`config.mk`:
```
export PLATFORM = sky130hd
export DESIGN_NAME = if_stage
export DESIGN_NICKNAME = d
export VERILOG_FILES = /design/src/rtl/if_stage_pkg.sv /design/src/rtl/if_stage_pc_adder4.sv /design/src/rtl/if_stage.sv
export SDC_FILE = /design/constraint.sdc
export NUM_CORES = 1
export LEC_CHECK = 0
export ABC_AREA = 1
export CAP_MARGIN = 10
export CORE_MARGIN = 2
export CORE_UTILIZATION = 45
export DETAILED_ROUTE_END_ITERATION = 6
export PLACE_DENSITY = 0.79
export SETUP_SLACK_MARGIN = 0.2
export SLEW_MARGIN = 40
export SYNTH_ARGS = -nofsm -noshare
export SYNTH_HDL_FRONTEND = slang
export SYNTH_SLANG_ARGS = --single-unit
```
`constraint.sdc`:
```
create_clock -name clk -period 10.7 [get_ports clk]
set_input_delay 1.07 -clock clk [delete_from_list [all_inputs] [get_ports clk]]
set_output_delay 1.07 -clock clk [all_outputs]
set_load 0.1 [all_outputs]
```
`src/rtl/if_stage_pkg.sv`:
```
// Shared definitions for the instruction-fetch stage: datapath widths, reset PC, bubble encoding
// and the per-cycle action classification used by the PC/IF-ID update logic.
package if_stage_pkg;

    localparam int XLEN = 32;
    localparam logic [XLEN-1:0] INSTR_BYTES      = 32'd4;
    localparam logic [XLEN-1:0] RESET_PC_DEFAULT = 32'h0000_0000;
    // addi x0, x0, 0 -- what downstream inserts when ifid_valid is low
    localparam logic [XLEN-1:0] NOP_INSTR        = 32'h0000_0013;

    typedef enum logic [1:0] {
        CYC_RESET,
        CYC_REDIRECT,
        CYC_STALL,
        CYC_SEQ
    } cycle_e;

endpackage

```
`src/rtl/if_stage_pc_adder4.sv`:
```
// Combinational PC + 4, modulo 2^XLEN; the carry-out is deliberately dropped.
module pc_adder4
    import if_stage_pkg::*;
(
    input  logic [XLEN-1:0] pc,
    output logic [XLEN-1:0] sum
);

    assign sum = pc + INSTR_BYTES;

endmodule

```
`src/rtl/if_stage.sv`:
```
// Instruction-fetch stage: PC register, next-PC selection and the IF/ID pipeline register.
// Define IF_PERF_CNT_EN to add the perf_fetch / perf_stall performance counters.
module if_stage
    import if_stage_pkg::*;
#(
    parameter logic [XLEN-1:0] RESET_PC = RESET_PC_DEFAULT
) (
    input  logic            clk,
    input  logic            rst,
    input  logic            stall,
    input  logic            br_taken,
    input  logic [XLEN-1:0] br_target,
    output logic [XLEN-1:0] imem_addr,
    input  logic [XLEN-1:0] imem_rdata,
    output logic            ifid_valid,
    output logic [XLEN-1:0] ifid_pc,
    output logic [XLEN-1:0] ifid_pc4,
    output logic [XLEN-1:0] ifid_instr
`ifdef IF_PERF_CNT_EN
    ,
    output logic [XLEN-1:0] perf_fetch,
    output logic [XLEN-1:0] perf_stall
`endif
);

    logic [XLEN-1:0] pc;
    logic [XLEN-1:0] pc_plus4;
    cycle_e          cycle;

    pc_adder4 u_pc_adder4 (
        .pc  (pc),
        .sum (pc_plus4)
    );

    assign imem_addr = pc;

    // A redirect outranks a stall: the instruction being held is on the wrong path anyway.
    always_comb begin
        cycle = CYC_SEQ;
        if (rst)
            cycle = CYC_RESET;
        else if (br_taken)
            cycle = CYC_REDIRECT;
        else if (stall)
            cycle = CYC_STALL;
    end

    // NOTE: state is updated with non-blocking assignments so every register samples the
    // pre-edge values of pc and pc_plus4, regardless of statement order.
    always_ff @(posedge clk) begin
        case (cycle)
            CYC_RESET: begin
                pc         <= RESET_PC;
                ifid_valid <= 1'b0;
                ifid_pc    <= '0;
                ifid_pc4   <= '0;
                ifid_instr <= '0;
            end
            CYC_REDIRECT: begin
                pc         <= {br_target[XLEN-1:2], 2'b00};
                ifid_valid <= 1'b0;
            end
            CYC_STALL: begin
                pc         <= pc;
            end
            default: begin
                pc         <= pc_plus4;
                ifid_valid <= 1'b1;
                ifid_pc    <= pc;
                ifid_pc4   <= pc_plus4;
                ifid_instr <= imem_rdata;
            end
        endcase
    end

`ifdef IF_PERF_CNT_EN
    always_ff @(posedge clk) begin
        if (cycle == CYC_RESET) begin
            perf_fetch <= '0;
            perf_stall <= '0;
        end else begin
            if (cycle == CYC_SEQ)
                perf_fetch <= perf_fetch + 1'b1;
            if (cycle == CYC_STALL)
                perf_stall <= perf_stall + 1'b1;
        end
    end
`endif

endmodule

```
==> impl_metrics.toml <==
[die]
die_width_um = 115
start_util_pct = 46.3
num_rows = 40
die_y_um = 115
io_pins = 197
die-area_um2 = 13300
core_area_um2 = 12000

[setup_path]
arrival_ns = 2.93
path_cells = "clkdlybuf4s50_1 > o21ai_4 > buf_4"
r2r_cells = 10
cp_num_cells = 3
r2r_start = "imem_addr[2]$_DFFE_PP_"
worstSetupStartpoint = "br_taken"
cp_slowest_cell = "buf_4"
critPathKind = "primary input to flip-flop"
critPathBufInv = 2
crit_fanout = 62
end_kind = "flip-flop"
crit_family = "buffers and inverters"
slowest_delay_ns = 0.74
worst_ep_required_time_ns = 10.73
startpoint_type = "primary input"

[sta]
period_needed_ns = 2.90
tightest_slew_ns = 0.793
max_slew_margin_pct = 47.1
finClkSkew_ns = 0.00624
fin_crit_sh_pct = 27.1
rsz0062_at_grt = "false"
fmax_mhz = 345
slew_viol_final = 0
fin_setup_tns_ns = 0
hold_violations = 0
setup_violations = 0

[status]
outcome = "completed"

[synthesis]
netlist_instances = 550
synth_seq_cells = 123
synthesis.area_um2 = 5560
ys_seq_area_share_pct = 66.4
synthTopCellsByArea = "edfxtp_1 66%, nand2_1 9.7%, nor2_1 7.2%"
synth_warnings = 0
syn_area_per_cell_um2 = 10.1
yosysUniqueCellTypes = 22
yosysTopAreaCell = "edfxtp_1"
yosysTopAreaCellShare_pct = 66.4

[flow_run]
maxCapViolCount = 0

[placed_design]
gp_congestion = 0.868
place_hpwl_um = 10200
io_buffers = 188

[layout]
n_antenna_cell = 0
final_cell_mix = "144 x nand2_1, 123 x edfxtp_1, 123 x buf_2"
fin_util_pct = 62.5
layout-drive-gt1-share_pct = 22.5
syn_to_final_growth_pct = 35.0
final_common_cell = "nand2_1"
finish.net_count = 814

[route]
antenna_left = 0
vias_per_cell = 4.85
drtIter0Drc = 357
wl_per_cell_um = 16.0
drtPass1Iterations = 5
vias = 4382
drt-total-wl_um = 14500
route.detailed.drc = 0

[power_and_ir_drop]
peakVddDrop_uv = 117
leakagePower_nw = 3.40
p_per_area_nw_per_um2 = 207

[min_path]
whs_path_depth = 2
min_path_type = "flip-flop to flip-flop"
hp-start = "imem_addr[7]$_DFFE_PP_"

[grt]
grt_usage_pct = 22.1
grt_max_degree = 88
grt_pass1_vias = 4189
antenna_found_initial = 1
grt_pass1_wl_um = 21700
grt-ovfl-total = 0

[clock_network]
clock_latency_ns = 0.41
cts.sinks = 123
clk_path_buf_depth = 2
post-cts-setup-buffers = 0
cts_resized = 0
htreeDepth = 4
numCtsBuffers = 17
cts_root_buf = "clkbuf_16"
clk_pin_slew_ns = 0.05
cts_tree = "done"
cts_hold_buf = 0
-- where the power goes --
group          switching (mW)  internal (mW)  total (mW)  leakage, nW
Combinational           0.378         0.0651       0.444         1.83
Sequential             0.0245          0.581       0.606         1.31
Clock                   0.194          0.310       0.504        0.256
Total                   0.597          0.956        1.55         3.40
-- path summary, 6_finish.rpt --
kind	end	slack [ns]
worst min register to register	ifid_pc[7]$_SDFFCE_PN0N_	0.67
worst min-delay path	ifid_pc[7]$_SDFFCE_PN0N_	0.67
worst max register to register	imem_addr[28]$_DFFE_PP_	8.80
worst max-delay path	ifid_instr[10]$_SDFFCE_PN0N_	7.80
-- final cells by class --
type	instances	area (um2)
Clock inverter	13	85.1
Clock buffer	18	429
Timing Repair Buffer	193	1330
Multi-Input combinational cell	334	1500
Fill cell	1047	4510
Tap cell	147	184
Inverter	76	285
Sequential cell	123	3690
-- cell usage after synthesis --
library cell / instances
nand2_4: 1
xor2_2: 2
buf_4: 6
buf_1: 3
nor2_2: 4
o21ai_0: 11
a21oi_1: 10
nand2_1: 144
o21ai_1: 4
edfxtp_1: 123
nor2_1: 106
ha_1: 1
nand3_1: 16
nor2_4: 6
nand2_2: 3
xor2_1: 12
clkbuf_1: 11
and2_1: 7
xnor2_1: 1
buf_2: 2
conb_1: 1
inv_1: 76
-- state kept, by name, summed over array words and instances, names as in the netlist --
signal      count
imem_addr      30
ifid_instr     32
ifid_pc4       30
ifid_pc        30
ifid_valid      1
-- layer usage --
| layer | wire length, um | global-route usage [%] |
|---|---|---|
| met5 | 15 | 0 |
| met4 | 290 | 9.64 |
| met3 | 1180 | 6.91 |
| met2 | 6810 | 35.4 |
| met1 | 6190 | 27.7 |
-- stage by stage --
| stage | worst slack (ns) | std cells | total power, mW | hold slack, ns | instance area [um2] |
|---|---|---|---|---|---|
| final | 7.80 | 904 | 1.55 | 0.669 | 7500 |
| after global routing | 7.73 | 904 | 1.60 | 0.710 | 7500 |
| after CTS | 7.80 | 904 | 1.56 | 0.665 | 7500 |
| after detailed placement | 7.38 | 873 | 1.06 | 0.649 | 6990 |
| after global placement | 7.08 | 872 | 1.09 | 0.633 | 7570 |
| after floorplan | 2.50 | 555 | 0.979 | 1.11 | 5580 |
-- worst min-delay path: cells and delay by family, from the launching register on --
kind                   cells  cell delay (ns)
and+or+nand+nor            1             0.09
buffers and inverters      1             0.08
DFF                        1             0.38
-- cell families (layout without fill, tap and decap cells) --
family,after synthesis,after routing,synth area share (%)
AND/OR/NAND/NOR,287,287,21.3
flip-flops,123,123,66.4
buffers and inverters,98,300,7.07
AO/OA/AOI/OAI,25,25,2.25
XOR/XNOR,15,15,2.63
adder cells (fa/ha/maj),1,1,0.225
other,1,6,0.0675
Note: power is estimated with default switching activity, not from simulation.
